### src/rtl/l2_line_transfer_engine_pkg.sv
// Shared configuration for the L2 line transfer engine: main-memory geometry
// and cache-line shape / transfer FSM encoding.
package main_memory_config;
  localparam int MAIN_MEMORY_ADDRESS_WIDTH = 8;
  localparam int MAIN_MEMORY_DATA_WIDTH    = 8;
endpackage

package cache_config;
  import main_memory_config::*;

  localparam int WORDS_PER_LINE = 4;

  typedef enum logic [2:0] {
    IDLE,
    WB_ISSUE,
    WB_WAIT,
    RD_ISSUE,
    RD_WAIT,
    RD_CAPTURE,
    DONE
  } xfer_state_t;

  typedef logic [WORDS_PER_LINE*MAIN_MEMORY_DATA_WIDTH-1:0] line_data_t;
endpackage

### src/rtl/l2_line_transfer_engine_line_word_buffer.sv
// Small register file holding one cache line as individually addressable words:
// whole-line load, single-word write and single-word read at an index.
module line_word_buffer #(
  parameter int WORDS = 4,
  parameter int IDX_W = 2,
  parameter int DW    = 8
) (
  input  logic                  clk,
  input  logic                  reset,
  input  logic                  load,
  input  logic [WORDS*DW-1:0]   load_line,
  input  logic                  write,
  input  logic [IDX_W-1:0]      write_idx,
  input  logic [DW-1:0]         write_word,
  input  logic [IDX_W-1:0]      read_idx,
  output logic [DW-1:0]         read_word,
  output logic [WORDS*DW-1:0]   line
);
  logic [DW-1:0] word_reg [WORDS];

  generate
    for (genvar gi = 0; gi < WORDS; gi++) begin : g_word
      // A whole-line load takes priority over a single-word write.
      always_ff @(posedge clk or posedge reset) begin
        if (reset) begin
          word_reg[gi] <= '0;
        end else if (load) begin
          word_reg[gi] <= load_line[gi*DW +: DW];
        end else if (write && (write_idx == IDX_W'(gi))) begin
          word_reg[gi] <= write_word;
        end
      end

      assign line[gi*DW +: DW] = word_reg[gi];
    end
  endgenerate

  assign read_word = word_reg[read_idx];
endmodule

### src/rtl/l2_line_transfer_engine.sv
// Converts one L2 miss into an optional word-by-word victim writeback followed
// by a word-by-word fill, returning the assembled line as a one-cycle pulse.
module l2_line_transfer_engine #(
  parameter int WORDS_PER_LINE = cache_config::WORDS_PER_LINE,
  parameter int WORD_IDX_W     = $clog2(WORDS_PER_LINE),
  parameter int LINE_ADDR_W    = main_memory_config::MAIN_MEMORY_ADDRESS_WIDTH - WORD_IDX_W
) (
  input  logic                       clk,
  input  logic                       reset,
  input  logic                       miss_valid,
  output logic                       miss_ready,
  input  logic [LINE_ADDR_W-1:0]     miss_line_addr,
  input  logic                       victim_dirty,
  input  logic [LINE_ADDR_W-1:0]     victim_line_addr,
  input  logic [WORDS_PER_LINE*main_memory_config::MAIN_MEMORY_DATA_WIDTH-1:0] victim_line_data,
  output logic                       fill_valid,
  output logic [LINE_ADDR_W-1:0]     fill_line_addr,
  output logic [WORDS_PER_LINE*main_memory_config::MAIN_MEMORY_DATA_WIDTH-1:0] fill_line_data,
  output logic                       busy,
  output logic                       mem_read_request,
  output logic                       mem_write_request,
  output logic [main_memory_config::MAIN_MEMORY_ADDRESS_WIDTH-1:0] mem_address,
  output logic [main_memory_config::MAIN_MEMORY_DATA_WIDTH-1:0]    mem_write_data,
  input  logic [main_memory_config::MAIN_MEMORY_DATA_WIDTH-1:0]    mem_read_data,
  input  logic                       mem_ready
);
  import main_memory_config::*;
  import cache_config::*;

  localparam int DW = MAIN_MEMORY_DATA_WIDTH;
  localparam int LW = WORDS_PER_LINE * DW;
  localparam logic [WORD_IDX_W-1:0] LAST_IDX = WORD_IDX_W'(WORDS_PER_LINE - 1);

  xfer_state_t             state_reg, state_next;
  logic [WORD_IDX_W-1:0]   word_idx_reg, word_idx_next;
  logic [LINE_ADDR_W-1:0]  miss_addr_reg, victim_addr_reg, fill_addr_reg;
  logic [LW-1:0]           fill_data_reg;
  logic                    accept, capture, last_word, wb_phase;
  logic [LW-1:0]           fill_buf_line, victim_line_unused;
  logic [DW-1:0]           fill_word_unused;

  assign last_word = (word_idx_reg == LAST_IDX);
  assign wb_phase  = (state_reg == WB_ISSUE) || (state_reg == WB_WAIT);

  always_ff @(posedge clk or posedge reset) begin
    if (reset) begin
      state_reg       <= IDLE;
      word_idx_reg    <= '0;
      miss_addr_reg   <= '0;
      victim_addr_reg <= '0;
      fill_addr_reg   <= '0;
      fill_data_reg   <= '0;
    end else begin
      state_reg    <= state_next;
      word_idx_reg <= word_idx_next;
      if (accept) begin
        miss_addr_reg   <= miss_line_addr;
        victim_addr_reg <= victim_line_addr;
      end
      // The last word arrives straight from memory; earlier words are already buffered.
      if (capture && last_word) begin
        fill_addr_reg <= miss_addr_reg;
        fill_data_reg <= {mem_read_data, fill_buf_line[LW-DW-1:0]};
      end
    end
  end

  always_comb begin
    state_next        = state_reg;
    word_idx_next     = word_idx_reg;
    accept            = 1'b0;
    capture           = 1'b0;
    miss_ready        = 1'b0;
    fill_valid        = 1'b0;
    mem_read_request  = 1'b0;
    mem_write_request = 1'b0;
    case (state_reg)
      IDLE: begin
        miss_ready = 1'b1;
        if (miss_valid) begin
          accept        = 1'b1;
          word_idx_next = '0;
          state_next    = victim_dirty ? WB_ISSUE : RD_ISSUE;
        end
      end
      WB_ISSUE: begin
        mem_write_request = 1'b1;
        state_next        = WB_WAIT;
      end
      WB_WAIT: begin
        if (mem_ready) begin
          if (last_word) begin
            word_idx_next = '0;
            state_next    = RD_ISSUE;
          end else begin
            word_idx_next = word_idx_reg + 1'b1;
            state_next    = WB_ISSUE;
          end
        end
      end
      RD_ISSUE: begin
        mem_read_request = 1'b1;
        state_next       = RD_WAIT;
      end
      RD_WAIT: begin
        if (mem_ready) state_next = RD_CAPTURE;
      end
      RD_CAPTURE: begin
        // Controller read data is registered, so it is valid only in this cycle.
        capture = 1'b1;
        if (last_word) begin
          state_next = DONE;
        end else begin
          word_idx_next = word_idx_reg + 1'b1;
          state_next    = RD_ISSUE;
        end
      end
      DONE: begin
        fill_valid = 1'b1;
        state_next = IDLE;
      end
      default: state_next = IDLE;
    endcase
  end

  line_word_buffer #(
    .WORDS (WORDS_PER_LINE),
    .IDX_W (WORD_IDX_W),
    .DW    (DW)
  ) victim_buf (
    .clk        (clk),
    .reset      (reset),
    .load       (accept),
    .load_line  (victim_line_data),
    .write      (1'b0),
    .write_idx  ('0),
    .write_word ('0),
    .read_idx   (word_idx_reg),
    .read_word  (mem_write_data),
    .line       (victim_line_unused)
  );

  line_word_buffer #(
    .WORDS (WORDS_PER_LINE),
    .IDX_W (WORD_IDX_W),
    .DW    (DW)
  ) fill_buf (
    .clk        (clk),
    .reset      (reset),
    .load       (1'b0),
    .load_line  ('0),
    .write      (capture),
    .write_idx  (word_idx_reg),
    .write_word (mem_read_data),
    .read_idx   (word_idx_reg),
    .read_word  (fill_word_unused),
    .line       (fill_buf_line)
  );

  assign mem_address    = {wb_phase ? victim_addr_reg : miss_addr_reg, word_idx_reg};
  assign busy           = !miss_ready;
  assign fill_line_addr = fill_addr_reg;
  assign fill_line_data = fill_data_reg;
endmodule
### config.mk
export PLATFORM = sky130hd
export DESIGN_NAME = l2_line_transfer_engine
export DESIGN_NICKNAME = d
export VERILOG_FILES = /design/src/rtl/l2_line_transfer_engine_pkg.sv /design/src/rtl/l2_line_transfer_engine_line_word_buffer.sv /design/src/rtl/l2_line_transfer_engine.sv
export SDC_FILE = /design/constraint.sdc
export NUM_CORES = 1
export LEC_CHECK = 0
export BUFFER_PORTS_ARGS = -buffer_cell sky130_fd_sc_hd__buf_2
export CELL_PAD_IN_SITES_DETAIL_PLACEMENT = 0
export CELL_PAD_IN_SITES_GLOBAL_PLACEMENT = 2
export CORE_ASPECT_RATIO = 0.8
export CORE_UTILIZATION = 35
export CTS_BUF_LIST = sky130_fd_sc_hd__clkbuf_8
export DETAILED_ROUTE_END_ITERATION = 12
export HOLD_SLACK_MARGIN = 0.06
export PLACE_DENSITY_LB_ADDON = 0.1
export SYNTH_ARGS = -nofsm -noshare
export SYNTH_HDL_FRONTEND = slang
export SYNTH_HIERARCHICAL = 1
export SYNTH_SLANG_ARGS = --single-unit
### constraint.sdc
create_clock -name clk -period 1.9 [get_ports clk]
set_input_delay 0.095 -clock clk [delete_from_list [all_inputs] [get_ports clk]]
set_output_delay 0.095 -clock clk [all_outputs]
set_load 0.02 [all_outputs]
==> run_results.csv, run 1 <==
group,metric,value,unit
outcome,status,"complete, no violations",
logic_synthesis,synth_area_per_cell,12.6,sq um
die,die_w,141,um
place,dp_hpwl,8.33,mm
drt,drt-pass1-iter-count,6,
clock_network,clk_pin_slew,0.11,ns
run,drv_cap,0,
cells_and_area,diodes,0,
setup_path,arrival,1.80,ns
pwr,p_leak,3.75,nW
logic_synthesis,yosys_warnings,6,
timing,period_minus_slack,1.89,ns
drt,wl_per_cell,14.3,um
timing,final.setup_skew,0.0157,ns
cells_and_area,synthToLayoutAreaGrowth,36.4,%
drt,drt_first_iter_violations,117,
cells_and_area,layout-drive-gt1-share,44.8,%
die,io_pins,116,
drt,routed_wirelength,12.4,mm
setup_path,cp-startpoint,"state_reg[1]$_DFFE_PP0P_",
clock_network,clock-sinks,111,
drt,drc,0,
global_routing,antenna_found_initial,0,
pwr,power_density,1290,nW/um^2
clock_network,cts_tree,"built",
cells_and_area,post-route-util,49.2,%
setup_path,required,1.80,ns
timing,holdWs,0.0820,ns
setup_path,slowest_delay,0.41,ns
cells_and_area,final_cell_mix,"111 x dfrtp_1, 109 x buf_2, 106 x nand2_1",
timing,finalSetupTns,0,ns
setup_path,crit_chain,"buf_6 > nand2b_4 > a21oi_4 > buf_12 > mux2_4 > buf_6",
timing,fmax,0.529,GHz
hold_path,hp-start,"victim_line_data[22]",
drt,ant_nets,0,
cells_and_area,layout_commonest_cell,"dfrtp_1",
global_routing,gr-total-overflow,0,
setup_path,cp_slowest_cell,"dfrtp_1",
setup_path,critical_path_buf_inv_count,3,
global_routing,grt_pass1_wl,19.6,mm
pwr,irDropWorstVdd,0.00111,V
cells_and_area,fillers,1419,
drt,viasPerCell,4.39,
logic_synthesis,syn-cell-area,5430,sq um
cells_and_area,layout.nets,713,
place,place_congestion,0.720,
setup_path,path_max_fanout,6,
setup_path,cpMostUsedCell,"buf_6",
timing,setup_violations,0,
drt,num_vias,3816,
setup_path,critPathKind,"reg2out",
clock_network,clock_latency,0.37,ns
clock_network,htree_levels,3,
global_routing,grt_usage,16.1,%
timing,drv_slew,0,
hold_path,hold_class,"in2reg",
timing,period_share,99.5,%
global_routing,grt_pass1_vias,3874,
setup_path,setup.worst_path.start_class,"flip-flop",
clock_network,ctsLongestPathBuffers,2,
logic_synthesis,synth_cells,432,
clock_network,cts_buffers,9,
die,core,15100,sq um
timing,hold_violations,0,
die,die_area,16000,sq um
clock_network,cts_root_buf,"clkbuf_8",
timing,rsz0062_at_grt,"true",
setup_path,endpoint_kind,"primary output",
setup_path,crit_family,"buffers and inverters",
die,die_h,113,um
place,port-buffer-count,115,
die,num_rows,40,
die,start_util,36.0,%
setup_path,r2r-start,"state_reg[1]$_DFFE_PP0P_",
global_routing,grt_max_degree,37,
-- power breakdown --
| group | switching [W] | internal [W] |
|---|---|---|
| Clock | 0.000819 | 0.000521 |
| Combinational | 0.00219 | 0.00257 |
| Sequential | 0.000387 | 0.00307 |
-- per-layer routing --
layer  track usage, %  up-vias  routed length [um]
met1             21.5     1870                6090
met3             3.57        8                 444
met4             4.35        0                  99
li1                 -     1871                   -
met5                0        -                   0
met2             26.3       67                5770
-- cell type report --
| cell class | instances | area [sq um] | share of cell area, % |
|---|---|---|---|
| Clock buffer | 10 | 138 | 1.86 |
| Clock inverter | 6 | 46.3 | 0.625 |
| Inverter | 13 | 52.6 | 0.710 |
| Multi-Input combinational cell | 329 | 2640 | 35.6 |
| Sequential cell | 111 | 2780 | 37.5 |
| Tap cell | 210 | 263 | 3.55 |
| Timing Repair Buffer | 191 | 1490 | 20.1 |
-- worst min-delay path, delay by kind of cell --
| family | cells | cell delay, ns |
|---|---|---|
| mux | 1 | 0.13 |
| buf+inv | 1 | 0.09 |
| simple gates | 2 | 0.10 |
-- final timing paths --
path                                                   end  slack (ns)  cells after the start
max                                         mem_address[6]       0.009                      6
min                        victim_buf/line[22]$_DFFE_PP0P_        0.08                      4
max reg2reg                victim_buf/line[19]$_DFFE_PP0P_        0.03                      7
min reg2reg                victim_buf/line[27]$_DFFE_PP0P_        0.48                      1
max in group asynchronous      word_idx_reg[1]$_DFFE_PP0P_        0.97                      4
min in group asynchronous         state_reg[0]$_DFFE_PP0P_        0.30                      3
-- through the flow --
stage               power, W  setup WS (ns)  instances  area [sq um]
floorplan            0.00636        -0.0875        474          5620
global placement     0.00728          0.162        791          6420
detailed placement   0.00736          0.128        791          6420
CTS                  0.00930        0.00244        857          7200
global route          0.0102        -0.0638        870          7410
finish               0.00955        0.00862        870          7410
-- repair_timing --
item	4_1_cts	5_1_grt
hold endpoints to repair	118	0
resized for setup	23	2
buffers inserted	5	9
hold buffers	45	0
setup endpoints to repair	6	36
pin swaps	1	3
gates cloned	0	4
Note: power is estimated with default switching activity, not from simulation.
==> run 2: changes to the inputs <==
--- a/config.mk
+++ b/config.mk
@@ -11,3 +11,4 @@
 export CORE_ASPECT_RATIO = 0.8
-export CORE_UTILIZATION = 35
+export CORE_MARGIN = 2
+export CORE_UTILIZATION = 38
 export CTS_BUF_LIST = sky130_fd_sc_hd__clkbuf_8
==> constraint.sdc (replaced) <==
create_clock -name clk -period 2 [get_ports clk]
set_input_delay 0.2 -clock clk [delete_from_list [all_inputs] [get_ports clk]]
set_output_delay 0.2 -clock clk [all_outputs]
set_load 0.02 [all_outputs]
==> run 2 against run 1 <==
First-iteration DRC count is 22% lower. Sequential cell count is the same. Critical path type unchanged. Setup slack better by 0.021 ns. Clock power shrank 7%. Global-route usage grew 0.66 points. Sequential power is 5% lower. Total power decreased by 8.5%. Combinational power fell by 12%.
==> run_results.csv, run 2 (synthesis results as in run 1) <==
group,metric,value,unit
global_routing,grt_usage,16.7,%
clock_network,cts_buffers,9,
run,drv_cap,0,
setup_path,r2r.worst_path.cells,6,
global_routing,globalRouteMet2Util,25.8,%
die,io_pins,116,
die,die_w,138,um
cells_and_area,layout.nets,680,
die,die_area,15300,sq um
drt,ant_nets,0,
setup_path,required,1.80,ns
drt,drc,0,
timing,drv_slew,0,
hold_path,worstHoldPathCells,3,
global_routing,grt_use_met1,23.1,%
setup_path,rrSetupSlack,0.07,ns
timing,holdWs,0.132,ns
timing,period_minus_slack,1.97,ns
pwr,switching_share,35.6,%
die,die_h,111,um
timing,setup_violations,0,
cells_and_area,layout-drive-gt1-share,45.9,%
cells_and_area,final_cell_mix,"110 x dfrtp_1, 109 x buf_2, 106 x nand2_1",
pwr,power,0.00874,W
place,dp_hpwl,8.23,mm
die,num_rows,39,
global_routing,antenna_found_initial,0,
timing,final.setup_skew,0.0107,ns
place,port-buffer-count,115,
pwr,seqPwrFrac,37.7,%
die,start_util,38.5,%
clock_network,clk_pin_slew,0.10,ns
cells_and_area,diodes,0,
timing,hold_violations,0,
clock_network,cts_tree,"built",
pwr,intPower,0.00562,W
pwr,power_density,1250,nW/um^2
pwr,irDropWorstVdd,0.000888,V
cells_and_area,layout_commonest_cell,"dfrtp_1",
hold_path,hp-start,"mem_ready",
drt,drt-pass1-iter-count,4,
pwr,clock_power_share,14.2,%
setup_path,arrival,1.77,ns
timing,period_share,98.5,%
outcome,status,"complete, no violations",
hold_path,hold_class,"in2reg",
cells_and_area,fillers,1300,
pwr,p_switching,0.00311,W
clock_network,ctsLongestPathBuffers,2,
global_routing,grt_pass1_vias,3868,
setup_path,r2r-end,"victim_addr_reg[0]$_DFFE_PP0P_",
clock_network,htree_levels,3,
clock_network,clock_latency,0.39,ns
drt,drt_first_iter_violations,91,
drt,viasPerCell,4.53,
pwr,pwr-share-comb,48.1,%
setup_path,r2r-start,"state_reg[1]$_DFFE_PP0P_",
global_routing,grt_pass1_wl,19.5,mm
setup_path,path_max_fanout,6,
setup_path,setup.worst_path.start_class,"flip-flop",
global_routing,busiest_layer,"met2",
die,core,14100,sq um
global_routing,grt_use_met3,4.30,%
timing,rsz0062_at_grt,"true",
timing,fmax,0.507,GHz
clock_network,clock-sinks,111,
drt,num_vias,3672,
drt,routed_wirelength,11.8,mm
setup_path,critPathKind,"reg2out",
drt,wl_per_cell,14.6,um
place,place_congestion,0.779,
global_routing,grt_max_degree,39,
clock_network,cts_root_buf,"clkbuf_8",
setup_path,endpoint_kind,"primary output",
pwr,p_leak,3.58,nW
global_routing,gr-total-overflow,0,
cells_and_area,synthToLayoutAreaGrowth,28.4,%
hold_path,min_to,"state_reg[0]$_DFFE_PP0P_",
## run 2: layer usage
| layer | up-vias | share of wire [%] | wire [um] |
|---|---|---|---|
| li1 | 1807 | - | - |
| met1 | 1787 | 48 | 5730 |
| met2 | 68 | 46 | 5460 |
| met3 | 10 | 4.4 | 518 |
| met4 | 0 | 1.1 | 132 |
| met5 | - | 0 | 0 |
## run 2: worst max-delay path: stages (launching register included)
cell and delay (ns):
dfrtp_2 0.47, nand2b_4 0.17, a21oi_4 0.16, buf_12 0.14, mux2_4 0.31, buf_6 0.13
## run 2: power by group through the flow
stage / Clock, W / Sequential (W) / Combinational [W]
6_report: 0.00124 / 0.00329 / 0.00420
5_1_grt: 0.00137 / 0.00338 / 0.00455
4_1_cts: 0.00131 / 0.00329 / 0.00419
3_5_place_dp: 0 / 0.00333 / 0.00365
3_3_place_gp: 0 / 0.00331 / 0.00360
2_1_floorplan: 0 / 0.00336 / 0.00267
## run 2: worst max-delay path by stage
stage / from / to / slack (ns) / cells after the start
6_report: state_reg[1]$_DFFE_PP0P_ / mem_address[7] / 0.03 / 5
5_1_grt: state_reg[0]$_DFFE_PP0P_ / mem_address[7] / -0.04 / 6
4_1_cts: state_reg[0]$_DFFE_PP0P_ / mem_address[7] / -0.002 / 6
3_5_place_dp: state_reg[1]$_DFFE_PP0P_ / victim_buf/line[23]$_DFFE_PP0P_ / 0.08 / 5
3_3_place_gp: state_reg[1]$_DFFE_PP0P_ / victim_buf/line[17]$_DFFE_PP0P_ / 0.16 / 5
2_1_floorplan: state_reg[2]$_DFFE_PP0P_ / victim_buf/line[24]$_DFFE_PP0P_ / 0.001 / 11
## run 2: what timing repair did
item	4_1_cts	5_1_grt
endpoints found under the hold margin	93	0
resized for setup	23	1
pin swaps	1	1
gates cloned	0	0
setup buffers	6	3
endpoints found under the setup margin	6	11
hold buffers	21	0
## run 2: area by class of cell
cell class	instances	area (sq um)	area share, %
Clock buffer	10	138	1.97
Clock inverter	6	35.0	0.503
Inverter	13	52.6	0.754
Multi-Input combinational cell	328	2630	37.8
Sequential cell	111	2780	39.9
Tap cell	184	230	3.30
Timing Repair Buffer	159	1100	15.8
## run 2: metrics by stage
| step | setup TNS [ns] | util, % | std cells | setup slack (ns) | area, sq um |
|---|---|---|---|---|---|
| after floorplan | 0 | - | 474 | 0.00116 | 5610 |
| final | 0 | 49.4 | 811 | 0.0295 | 6970 |
| after detailed placement | 0 | 45.4 | 765 | 0.0848 | 6400 |
| after global routing | -0.223 | 49.4 | 811 | -0.0401 | 6970 |
| after CTS | -0.00201 | 49.2 | 808 | -0.00201 | 6940 |
| after global placement | 0 | 45.4 | 765 | 0.155 | 6400 |
==> run 3: changes to the inputs <==
- RECOVER_POWER: unset -> 100
==> run 3 against run 2 <==
Clock power about the same. Non-clock buffer count unchanged. Worst hold slack improved by 0.00095 ns. Clock-buffer cell count unchanged. Clock skew about the same. Total power decreased by 1.3%. Register-to-register slack about the same. Cell count unchanged. Setup slack improved by 0.0011 ns. Final area decreased by 2.5%. Global-route usage unchanged. Fmax about the same. Largest cell class unchanged.
==> run_results.csv, run 3 (synthesis results as in run 1) <==
group,metric,value,unit
timing,hold_violations,0,
cells_and_area,layout_commonest_cell,"dfrtp_1",
die,io_pins,116,
setup_path,slowest_delay,0.47,ns
timing,fmax,0.508,GHz
timing,rsz0062_at_grt,"true",
pwr,power,0.00862,W
timing,max_slew_margin,46.2,%
timing,finalSetupTns,0,ns
cells_and_area,multi_input_area,2560,sq um
setup_path,required,1.80,ns
drt,drt-pass1-iter-count,4,
die,die_h,111,um
timing,holdWs,0.132,ns
timing,worst_pin_slew,0.807,ns
die,num_rows,39,
setup_path,critPathKind,"reg2out",
setup_path,endpoint_kind,"primary output",
drt,drc,0,
cells_and_area,fin_cells,811,
timing,period_share,98.5,%
cells_and_area,layout-drive-gt1-share,35.6,%
global_routing,grt_pass1_wl,19.5,mm
die,start_util,38.5,%
place,place_area,6400,sq um
clock_network,htree_levels,3,
drt,wl_met2,5.43,mm
cells_and_area,fin_area,6800,sq um
drt,dr.max_layer_used,"met4",
global_routing,grt_pass1_vias,3868,
timing,final.setup_skew,0.0111,ns
clock_network,clock_latency,0.38,ns
clock_network,ctsLongestPathBuffers,2,
clock_network,clock-sinks,111,
cells_and_area,synthToLayoutAreaGrowth,25.2,%
clock_network,clk_pin_slew,0.10,ns
cells_and_area,layout.nets,680,
cells_and_area,register_area,2780,sq um
cells_and_area,final_cell_mix,"110 x dfrtp_1, 107 x nand2_1, 70 x mux2_2",
clock_network,cts_tree,"built",
cells_and_area,fillers,1353,
die,die_w,138,um
cells_and_area,diodes,0,
setup_path,arrival,1.77,ns
clock_network,cts_buffers,9,
drt,routed_wirelength,11.9,mm
drt,num_vias,3680,
place,place_congestion,0.779,
timing,setup_violations,0,
drt,viasPerCell,4.54,
run,drv_cap,0,
clock_network,cts_root_buf,"clkbuf_8",
drt,drt_first_iter_violations,84,
global_routing,grt_max_degree,39,
outcome,status,"complete, no violations",
global_routing,grt_usage,16.7,%
drt,wl_met1,5.83,mm
pwr,irDropWorstVdd,0.000893,V
place,port-buffer-count,115,
setup_path,crit_chain,"nand2b_4 > a21oi_4 > buf_12 > mux2_4 > buf_6",
place,dp_hpwl,8.23,mm
place,dp_cells,765,
die,core,14100,sq um
pwr,power_density,1270,nW/um^2
die,die_area,15300,sq um
hold_path,hold_class,"in2reg",
global_routing,antenna_found_initial,0,
drt,ant_nets,0,
timing,drv_slew,0,
setup_path,path_max_fanout,6,
pwr,p_leak,3.34,nW
setup_path,cp_slowest_cell,"dfrtp_2",
global_routing,gr-total-overflow,0,
drt,wl_per_cell,14.7,um
drt,route.met3.wl,514,um
timing,period_minus_slack,1.97,ns
setup_path,setup.worst_path.start_class,"flip-flop",
[run 3: per-stage QoR]
stage                     util (%)  setup slack, ns
after floorplan                  -          0.00116
after global placement        45.4            0.155
after detailed placement      45.4           0.0848
after CTS                     49.2         -0.00201
after global routing          48.2          -0.0401
final                         48.2           0.0306
[run 3: path summary, 6_finish.rpt]
kind	from	endpoint	slack [ns]	cells after the start
setup / recovery	state_reg[1]$_DFFE_PP0P_	mem_address[7]	0.03	5
hold / removal	mem_ready	state_reg[0]$_DFFE_PP0P_	0.13	3
setup reg to reg	state_reg[1]$_DFFE_PP0P_	victim_addr_reg[0]$_DFFE_PP0P_	0.06	6
hold reg to reg	victim_buf/line[26]$_DFFE_PP0P_	victim_buf/line[26]$_DFFE_PP0P_	0.48	1
max in group asynchronous	reset	state_reg[1]$_DFFE_PP0P_	0.35	4
min in group asynchronous	reset	fill_line_data[6]$_DFFE_PP0P_	0.51	3
[run 3: layout make-up]
type,count,area share [%]
Sequential cell,111,40.9
Multi-Input combinational cell,328,37.7
Timing Repair Buffer,159,14.8
Tap cell,184,3.39
Clock buffer,10,2.02
Inverter,13,0.736
Clock inverter,6,0.515
[run 3: worst max-delay path: cells and delay by family (launching register included)]
family,cells,cell delay (ns)
compound gates,1,0.16
buf+inv,2,0.27
flops,1,0.47
mux,1,0.31
simple gates,1,0.17
[run 3: per-layer routing]
metal  vias to the layer above  track usage (%)
met5                         -                0
met4                         0             4.95
met3                         8             4.30
met2                        70             25.8
met1                      1794             23.1
li1                       1808                -
[run 3: where the power goes]
group | total (W) | switching (W) | leakage (nW) | internal (W)
clock | 0.00124 | 0.000757 | 0.0936 | 0.000482
sequential | 0.00329 | 0.000376 | 1.39 | 0.00291
combinational | 0.00409 | 0.00197 | 1.86 | 0.00212
[run 3: timing repair]
item	4_1_cts	5_1_grt
hold buffers	21	0
resized for setup	23	1
hold endpoints to repair	93	0
buffers inserted	6	3
endpoints found under the setup margin	6	11
pin swaps	1	1
